--- src/rtl/ed25519_sign_pkg.sv ---
// Shared types, constants and data-shaping helpers for the Ed25519 sign loader.
package ed25519_sign_pkg;

  typedef enum logic [1:0] {
    ST_IDLE     = 2'd0,
    ST_WAIT_RDY = 2'd1,
    ST_RUN      = 2'd2,
    ST_DONE     = 2'd3
  } state_t;

  localparam logic [1:0] SEL_KEY = 2'd0;
  localparam logic [1:0] SEL_RAM = 2'd1;
  localparam logic [1:0] SEL_SM  = 2'd2;

  localparam int WORDS  = 8;
  localparam int WORD_W = 64;
  localparam int BUF_W  = WORDS * WORD_W;
  localparam int KEY_W  = 251;
  localparam int SIGN_W = 253;
  localparam int S_W    = 256;

  function automatic logic [BUF_W-1:0] byte_rev512(input logic [BUF_W-1:0] v);
    logic [BUF_W-1:0] r;
    r = {BUF_W{1'b0}};
    for (int i = 0; i < 64; i++) begin
      r[8*i +: 8] = v[8*(63-i) +: 8];
    end
    return r;
  endfunction

  // Drops the clamped bits 506:504 and 263:262 and the low half of the reversed key.
  function automatic logic [KEY_W-1:0] key_strip(input logic [BUF_W-1:0] k);
    return {k[511:507], k[503:264], k[261:256]};
  endfunction

endpackage

--- src/rtl/ed25519_sign_wbuf.sv ---
// One 512-bit digest buffer filled as eight 64-bit words, with a per-word valid mask.
module ed25519_sign_wbuf
  import ed25519_sign_pkg::*;
(
  input  logic             clk,
  input  logic             rst_n,
  input  logic             wr_en,
  input  logic [2:0]       wr_idx,
  input  logic [63:0]      wr_data,
  input  logic             clr,
  output logic [BUF_W-1:0] data,
  output logic             full
);

  logic [BUF_W-1:0] data_r;
  logic [WORDS-1:0] mask_r;

  // Word storage and valid mask; clear only drops the mask, data is overwritten later.
  always_ff @(posedge clk or negedge rst_n) begin
    if (!rst_n) begin
      data_r <= {BUF_W{1'b0}};
      mask_r <= {WORDS{1'b0}};
    end else if (clr) begin
      mask_r <= {WORDS{1'b0}};
    end else if (wr_en) begin
      data_r[{wr_idx, 6'b000000} +: WORD_W] <= wr_data;
      mask_r[wr_idx]                        <= 1'b1;
    end
  end

  assign data = data_r;
  assign full = &mask_r;

endmodule

--- src/rtl/ed25519_sign_loader.sv ---
// Bus front end for the Ed25519 S core: gathers three digests, runs the core handshake,
// and exposes the 256-bit S result as four readable words.
module ed25519_sign_loader
  import ed25519_sign_pkg::*;
(
  input  logic              ICLK,
  input  logic              IRST_N,
  input  logic              IWR_EN,
  input  logic [1:0]        IWR_SEL,
  input  logic [2:0]        IWR_IDX,
  input  logic [63:0]       IWR_DATA,
  input  logic              ISTART,
  input  logic [1:0]        IRD_IDX,
  output logic [63:0]       ORD_DATA,
  output logic              OBUSY,
  output logic              ODONE,
  output logic              OERR,
  output logic              OCORE_EN,
  input  logic              ICORE_READY,
  input  logic              ICORE_DONE,
  output logic [KEY_W-1:0]  OCORE_KEY,
  output logic [BUF_W-1:0]  OCORE_RAM,
  output logic [BUF_W-1:0]  OCORE_SM,
  input  logic [SIGN_W-1:0] ICORE_SIGN
);

  state_t           state_r, state_s;
  logic             core_en_r, busy_r, done_r, err_r;
  logic [S_W-1:0]   s_r;
  logic [63:0]      rd_r;
  logic             wr_legal_s, wr_bad_sel_s, wr_ok_s, err_s, clr_s, s_load_s;
  logic             key_full_s, ram_full_s, sm_full_s;
  logic [BUF_W-1:0] key_buf_s;

  assign wr_legal_s   = IWR_EN && (IWR_SEL != 2'd3);
  assign wr_bad_sel_s = IWR_EN && (IWR_SEL == 2'd3);

  ed25519_sign_wbuf u_key (
    .clk(ICLK), .rst_n(IRST_N), .wr_en(wr_ok_s && (IWR_SEL == SEL_KEY)),
    .wr_idx(IWR_IDX), .wr_data(IWR_DATA), .clr(clr_s), .data(key_buf_s), .full(key_full_s)
  );
  ed25519_sign_wbuf u_ram (
    .clk(ICLK), .rst_n(IRST_N), .wr_en(wr_ok_s && (IWR_SEL == SEL_RAM)),
    .wr_idx(IWR_IDX), .wr_data(IWR_DATA), .clr(clr_s), .data(OCORE_RAM), .full(ram_full_s)
  );
  ed25519_sign_wbuf u_sm (
    .clk(ICLK), .rst_n(IRST_N), .wr_en(wr_ok_s && (IWR_SEL == SEL_SM)),
    .wr_idx(IWR_IDX), .wr_data(IWR_DATA), .clr(clr_s), .data(OCORE_SM), .full(sm_full_s)
  );

  assign OCORE_KEY = key_strip(byte_rev512(key_buf_s));

  // Next-state and command acceptance; buffers are write-locked while the core owns them.
  always_comb begin
    state_s  = state_r;
    wr_ok_s  = 1'b0;
    err_s    = 1'b0;
    clr_s    = 1'b0;
    s_load_s = 1'b0;
    case (state_r)
      ST_IDLE: begin
        wr_ok_s = wr_legal_s;
        err_s   = wr_bad_sel_s;
        if (ISTART) begin
          if (key_full_s && ram_full_s && sm_full_s) begin
            state_s = ST_WAIT_RDY;
          end else begin
            err_s = 1'b1;
          end
        end else begin
          state_s = ST_IDLE;
        end
      end
      ST_WAIT_RDY: begin
        err_s = IWR_EN;
        if (core_en_r && ICORE_READY) begin
          state_s = ST_RUN;
        end else begin
          state_s = ST_WAIT_RDY;
        end
      end
      ST_RUN: begin
        err_s = IWR_EN;
        if (ICORE_DONE) begin
          state_s  = ST_DONE;
          clr_s    = 1'b1;
          s_load_s = 1'b1;
        end else begin
          state_s = ST_RUN;
        end
      end
      ST_DONE: begin
        wr_ok_s = wr_legal_s;
        err_s   = wr_bad_sel_s || ISTART;
        if (wr_legal_s) begin
          state_s = ST_IDLE;
        end else begin
          state_s = ST_DONE;
        end
      end
      default: begin
        state_s = ST_IDLE;
      end
    endcase
  end

  // State, registered status/handshake outputs, S capture and read port.
  always_ff @(posedge ICLK or negedge IRST_N) begin
    if (!IRST_N) begin
      state_r   <= ST_IDLE;
      core_en_r <= 1'b0;
      busy_r    <= 1'b0;
      done_r    <= 1'b0;
      err_r     <= 1'b0;
      s_r       <= {S_W{1'b0}};
      rd_r      <= 64'd0;
    end else begin
      state_r   <= state_s;
      core_en_r <= (state_s == ST_WAIT_RDY);
      busy_r    <= (state_s == ST_WAIT_RDY) || (state_s == ST_RUN);
      done_r    <= (state_s == ST_DONE);
      err_r     <= err_s;
      if (s_load_s) begin
        s_r <= {ICORE_SIGN[252:5], 3'b000, ICORE_SIGN[4:0]};
      end
      rd_r <= s_r[{IRD_IDX, 6'b000000} +: 64];
    end
  end

  assign OCORE_EN = core_en_r;
  assign OBUSY    = busy_r;
  assign ODONE    = done_r;
  assign OERR     = err_r;
  assign ORD_DATA = rd_r;

endmodule

--- config.mk ---
export PLATFORM = sky130hd
export DESIGN_NAME = ed25519_sign_loader
export DESIGN_NICKNAME = d
export VERILOG_FILES = /design/src/rtl/ed25519_sign_pkg.sv /design/src/rtl/ed25519_sign_wbuf.sv /design/src/rtl/ed25519_sign_loader.sv
export SDC_FILE = /design/constraint.sdc
export NUM_CORES = 2
export LEC_CHECK = 0
export BUFFER_PORTS_ARGS = -buffer_cell sky130_fd_sc_hd__buf_2
export CORE_AREA = 3 3 653 655
export CTS_CLUSTER_SIZE = 10
export DETAILED_ROUTE_END_ITERATION = 7
export DIE_AREA = 0 0 656 658
export GPL_TIMING_DRIVEN = 1
export HOLD_SLACK_MARGIN = 0.08
export SLEW_MARGIN = 20
export SYNTH_ARGS = -nofsm -noshare
export SYNTH_HDL_FRONTEND = slang
export SYNTH_SLANG_ARGS = --single-unit
--- constraint.sdc ---
create_clock -name ICLK -period 2.6 [get_ports ICLK]
set_clock_uncertainty 0.05 [all_clocks]
set_input_delay 0.52 -clock ICLK [delete_from_list [all_inputs] [get_ports ICLK]]
set_output_delay 0.52 -clock ICLK [all_outputs]
set_load 0.005 [all_outputs]
# Word-level counts from Yosys, hierarchy flattened
# Index checks and enable logic that the tools add are counted.
[op_classes]
n_addsub = 1
order_cmp = 2
eq_ne = 10
shift = 3
muxes = 23
n_bitwise = 4
n_reduce_logical = 24
[op_table]
columns = ["cell", "n"]
rows = [
  ["512-bit bitwise mux", 3],
  ["64-bit by 11-bit variable shift with 512-bit output (first input constant)", 1],
  ["64-bit by 11-bit indexed part select with 512-bit output", 1],
  ["256-bit by 9-bit indexed part select with 64-bit output", 1],
  ["8-bit 2-to-1 mux", 6],
  ["8-bit bitwise OR", 3],
  ["8-bit AND reduction", 3],
  ["2-bit == test (second input constant)", 6],
  ["9-bit negator with 11-bit output", 1],
  ["1-bit logical AND", 9],
  ["2-bit 2-to-1 mux", 4],
  ["2-bit case mux with 4 select lines", 1],
  ["1-bit 2-to-1 mux", 7],
  ["2-bit by 1-bit == test with 1-bit output (second input constant)", 3],
  ["2-bit AND reduction", 3],
  ["2-bit nonzero test", 3],
  ["2-bit logical NOT", 2],
  ["3-bit by 4-bit less-than comparator with 1-bit output (second input constant)", 1],
  ["2-bit OR reduction", 2],
  ["1-bit demux with 3-bit select", 1],
  ["3-bit by 1-bit greater-or-equal comparator with 1-bit output (second input constant)", 1],
  ["1-bit case mux with 3 select lines", 1],
  ["1-bit logical OR", 2],
  ["2-bit != test (second input constant)", 1],
  ["1-bit NOT", 1],
]
[totals]
ff_bits = 1883
input_bits = 330
out_inout_bits = 1343
word_cells = 80

# Logic depth before layout (Yosys ltp)
[logic_depth]
depth_word = 8
ltp_mapped = 11
mapped_depth_nobuf = 7

# By module
# Synthesis repeated with hierarchy kept, for this count alone.
[hier_totals]
hier_cells = 4659
hier_area_um2 = 73717.0
[modules_own_cells]
columns = ["module", "instances", "cells_per_inst", "area_per_inst_um2", "seq_area_each_um2"]
rows = [
  ["ed25519_sign_wbuf (u_key ...)", 2, 1329, 20255.7, 13012.5],
  ["ed25519_sign_wbuf (u_sm)", 1, 1283, 20211.9, 13012.5],
  ["ed25519_sign_loader", 1, 718, 12993.7, 8082.8],
]

# Least setup slack after synthesis
# OpenSTA, ideal clock, no wires.
[synth_path]
path_type = "input to register"
startpoint = "input IWR_IDX[1]"
endpoint = "register u_ram.data_r[100], in the netlist u_ram.data[100]"
setup_time_ns = 0.125
t_arrival_ns = 2.641
required_ns = 2.425
path_slack_ns = -0.216
path_stages = 9
path_buffers = 3
path_cell_list = "clkbuf_1 > inv_1 > ha_1 > ha_1 > clkbuf_1 > nand3_1 > nor2_1 > buf_2 > mux2_2"
[synth_between]
elab_chain_cells = 3
word_cells_on_any_way = 4
classes_between = "add/sub (1); shift (2); mux (1)"
[synth_lines]
columns = ["item", "line", "rtl"]
rows = [
  ["from (decl)", "ed25519_sign_loader.sv:10", "input logic [2:0] IWR_IDX,"],
  ["9-bit negator with 11-bit output *", "ed25519_sign_wbuf.sv:26", "data_r[{wr_idx, 6'b000000} +: WORD_W] <= wr_data;"],
  ["64-bit by 11-bit indexed part select with 512-bit output or 64-bit by 11-bit variable shift with 512-bit output (tied branches)", "ed25519_sign_wbuf.sv:26", ""],
  ["512-bit bitwise mux *", "ed25519_sign_wbuf.sv:26", ""],
  ["to (signal assigned)", "ed25519_sign_wbuf.sv:21", "data_r <= {BUF_W{1'b0}};"],
  ["to (signal, indexed assignment)", "ed25519_sign_wbuf.sv:26", ""],
  ["to (decl)", "ed25519_sign_wbuf.sv:15", "logic [BUF_W-1:0] data_r;"],
]
# Every way passes the cells marked *; elsewhere a longest branch is shown, timed or not.
# A chain may end at the register's enable or synchronous reset.

# Worst setup path after layout
[layout_path]
startpoint = "register state_r[1]"
endpoint = "register u_key.data_r[143], in the netlist u_key.data[143]"
[layout_between]
elab_chain_cells = 5
word_cells_on_any_way = 9
classes_between = "eq/ne (2); mux (2); bitwise (1); reduce/logical (4)"
[layout_lines]
columns = ["item", "line", "rtl"]
rows = [
  ["from (decl)", "ed25519_sign_loader.sv:27", "state_t state_r, state_s;"],
  ["from (signal assigned)", "ed25519_sign_loader.sv:118", "state_r <= state_s;"],
  ["2-bit == test or 2-bit logical NOT (tied branches)", "ed25519_sign_loader.sv:60", "case (state_r)"],
  ["2-bit OR reduction (no line)", "-", ""],
  ["1-bit 2-to-1 mux", "ed25519_sign_loader.sv:60", ""],
  ["1-bit logical AND", "ed25519_sign_loader.sv:39", ".clk(ICLK), .rst_n(IRST_N), .wr_en(wr_ok_s && (IWR_SEL == SEL_KEY)),"],
  ["2-bit AND reduction (no line) *", "-", ""],
  ["to (signal assigned)", "ed25519_sign_wbuf.sv:21", ""],
  ["to (signal, indexed assignment)", "ed25519_sign_wbuf.sv:26", ""],
  ["to (decl)", "ed25519_sign_wbuf.sv:15", ""],
]
# Marks and branches as above.

==> run summary <==
The sum of net half-perimeters after detailed placement came out at roughly 250,000 um. The buffer levels on the longest clock path is 4. The final non-filler cell total is 12,200. The clock tree from TritonCTS is built.

The mapped cell area came out at 0.0621 mm^2. The endpoint arrival time on the critical path came out at between 3 and 4 ns. In the detailed route, the total length drawn on met3 is approximately 28,000 um. The final count of pins violating max slew is 0. The flow ran to the end, and the final reports show no timing, DRC or antenna violations.

Cells fill 21.2% of the core in the end. The floorplan step defined a die boundary enclosing 0.432 mm^2. The number of instances in the synthesized netlist came out at 4,266. For this block, wires on met1 add up to 126,000 um. In this run the worst hold path is classified as input pin to flip-flop. After synthesis, the mean cell area works out to between 10 and 15 um^2. The count of antenna-violating nets left after detailed routing came out at 0. The total of warnings raised by yosys came out at 0. After detailed placement, the design holds a cell count of between 10,000 and 15,000.

The first global-routing pass estimated between 400,000 and 500,000 um of wire. Using the TritonRoute via totals, the vias-per-cell ratio works out to 3.74. The sequential share of the synthesized area is 65.4%. The count of endpoints failing hold in the final timing report came to 0.

The highest metal layer with signal wires is met5. The measured slew at the worst slew-check pin came out at around 1 ns. The clock net in this run drives a total of approximately 1,600 sinks.

The maximum number of pins on one net before global-route repair is 190. In this run the worst path has a maximum fanout of 6. The number of placement rows came out at 238. The post-route DRC violation count is 0. The starting density of the core came out at 14.8%. Setup repair after global routing could not meet its margin everywhere. The startpoint of the worst setup timing path is state_r[1]$_DFF_PN0_. The core region is 0.420 mm^2. The number of failing setup endpoints in the final timing report came out at 0. The worst hold path begins at IWR_DATA[22].

The timing-limited maximum frequency came out at 0.391 GHz. The number of buffers created by CTS came out at 197. The number of antenna violations at the first check in global routing came out at 74. The total leakage power came out at 46.6 nW. The area added between synthesis and finish came out at 43.8%. The die is 658 um tall. The net count of the finished layout is 6,797. The number of max-capacitance violations reported is 0. The via count of the first global-routing pass came out at around 47,000. The global-route total usage across every layer came out at 14.6%. The later pin in the worst-skew pair is clocked with a latency of 0.87 ns. In the synthesized netlist the dominant register cell turns out to be dfrtp_1. The total wire length after detailed routing is between 300,000 and 400,000 um. Clock-pin slew was measured on the worst setup and hold paths at approximately 0.06 ns. IR analysis of the VDD net gives a maximum drop of 0.643 mV. The worst register-to-register path begins at state_r[1]$_DFF_PN0_. The shortest clock period the worst path allows after layout is approximately 2.6 ns. The detailed router finished its first iteration with about 3,600 violations.

The most common library cell in the layout ignoring fill and taps is buf_2. The post-synth net total is 4,604. The number of distinct library cells after synthesis is 39. The async set-or-reset flop fraction in the synthesized netlist came out at 100%. The port buffer count came out at 1,672. By startpoint and endpoint, the worst setup path is classified as flip-flop to flip-flop. In this run the horizontal extent of the chip is 656 um. STA classifies the critical path startpoint as a flip-flop. The congestion estimate from routability-driven global placement came to 0.847. The flip-flop and latch count after synthesis came out at ~1,600. The fill cell instance count of the final layout came out at about 45,000.

The required time of the critical path is about 3.3 ns. The first-pass detailed-route iteration total came out at 5. The routed via count came out at 45,600.

The number of primary I/O pins came out at 1,673. The top cell types in the final layout, fill and taps aside, are buf_2, dfrtp_1, mux2_2, nand2_1, dlygate4sd3_1. The number of levels in the clock H-tree is 4. Dividing the final minimum period by the clock period gives between 90% and 100%. Measured against its own limit, the worst slew margin works out to a little over a third.

The wire length on met2 came out at 159,000 um. Clock tree synthesis selected as its root buffer the cell clkbuf_16. The power density over the cells came out at 735 mW/mm^2. The fraction of layout instances using a drive strength above 1 is 55.2%.

After global routing the overflow that remains totals 0. STA classifies the critical path endpoint as a flip-flop. The number of enable-type register cells in the synthesized netlist came out at 0. The average routed wire per standard cell is 26.9 um.
[per-layer routing]
metal	vias to the layer above	track usage (%)
li1	18900	-
met1	24100	17.3
met2	2056	24.8
met3	481	4.35
met4	8	5.84
met5	-	0
[critical path: stages (launching register included)]
cell	delay [ns]
dfrtp_1	0.41
inv_2	0.09
ha_4	0.20
nand2b_4	0.14
or4_4	0.47
nor2_4	0.13
buf_12	0.12
buf_16	0.18
clkbuf_16	0.22
mux2_1	0.34
[final timing paths]
kind / slack [ns] / cells past startpoint / endpoint
min reg2reg: 0.42 / 2 / s_r[162]$_DFFE_PN0N_
max in group asynchronous: 1.17 / 3 / s_r[125]$_DFFE_PN0N_
max: 0.04 / 9 / u_key.data[143]$_DFFE_PN0P_
min: 0.15 / 2 / u_sm.data[22]$_DFFE_PN0P_
max reg2reg: 0.04 / 9 / u_key.data[143]$_DFFE_PN0P_
min in group asynchronous: 0.24 / 2 / u_ram.data[277]$_DFFE_PN0P_
[flip-flops by register name (all words and copies together), names as in the netlist]
register	cells
u_ram.mask_r	8
s_r	253
u_key.mask_r	8
ODONE	1
ORD_DATA	64
u_sm.mask_r	8
OCORE_EN	1
u_ram.data	512
OERR	1
u_sm.data	512
state_r	2
OBUSY	1
u_key.data	251
[logic make-up (layout without fill, tap and decap cells)]
kind of cell    count (synthesis)  after routing  synth area share, %
flops                        1622           1622                 65.4
buf+inv                       300           2555                 2.08
fa+ha+maj                       8              8                0.161
mux                          1339           1339                 25.4
simple gates                  957            957                 6.51
compound gates                 40             40                0.466
other cells                     0             27                    0
[cell usage after synthesis (2+ instances only)]
library cell / n / area, um^2
nand2_2: 4 / 25.0
and2_1: 61 / 382
nand4_1: 6 / 37.5
nand2b_1: 4 / 25.0
clkbuf_1: 157 / 589
o21ai_0: 14 / 70.1
nor2b_1: 4 / 25.0
a21oi_1: 2 / 10.0
inv_1: 8 / 30.0
mux2_2: 1263 / 14200
nor2_2: 6 / 37.5
nor4_1: 2 / 12.5
buf_2: 116 / 581
mux2_1: 15 / 169
buf_1: 13 / 48.8
nor3_1: 5 / 25.0
nor2_1: 5 / 18.8
nand2_1: 781 / 2930
and3_1: 62 / 388
nand3_1: 11 / 55.1
dfrtp_1: 1622 / 40600
mux4_2: 61 / 1370
a22o_1: 16 / 140
buf_4: 6 / 45.0
ha_1: 8 / 100
[final cells by class]
class                      count  area [um^2]  share of cell area (%)
timing repair buffer        2286        15400                    17.2
antenna                       27         67.6                  0.0757
inverter                       8         30.0                  0.0336
tap                         5640         7060                    7.91
sequential                  1622        40600                    45.5
clock buffer                 231         5160                    5.78
multi-input combinational   2344        20500                    23.0
clock inverter                30          494                   0.554
[timing repair]
| action | CTS | global route |
|---|---|---|
| hold buffers | 286 | 0 |
| pin swaps | 1 | 1 |
| endpoints found under the hold margin | 659 | 0 |
| resized for setup | 20 | 12 |
| gates cloned | 4 | 1 |
| buffers inserted | 6 | 1 |
| endpoints found under the setup margin | 63 | 146 |
[power by group]
| part | internal, mW | leakage, nW | total (mW) | switching (mW) |
|---|---|---|---|---|
| Clock | 14.5 | 2.74 | 25.6 | 11.1 |
| Sequential | 28.1 | 21.9 | 29.6 | 1.50 |
| Combinational | 4.83 | 21.9 | 10.3 | 5.51 |
[per-stage QoR]
stage	instance area, um^2	power [mW]	setup WS, ns	TNS, ns	hold slack [ns]
2_1_floorplan	62200	33.1	-0.0384	-2.31	0.174
3_3_place_gp	80400	40.0	-0.431	-327.24	0.402
3_5_place_dp	80400	40.1	-0.439	-344.92	0.407
4_1_cts	89100	66.6	-0.0430	-0.413	0.0834
5_1_grt	89200	68.3	-0.0803	-3.59	0.113
6_report	89300	65.6	0.0409	0	0.149
(Power assumes the default switching activity.)
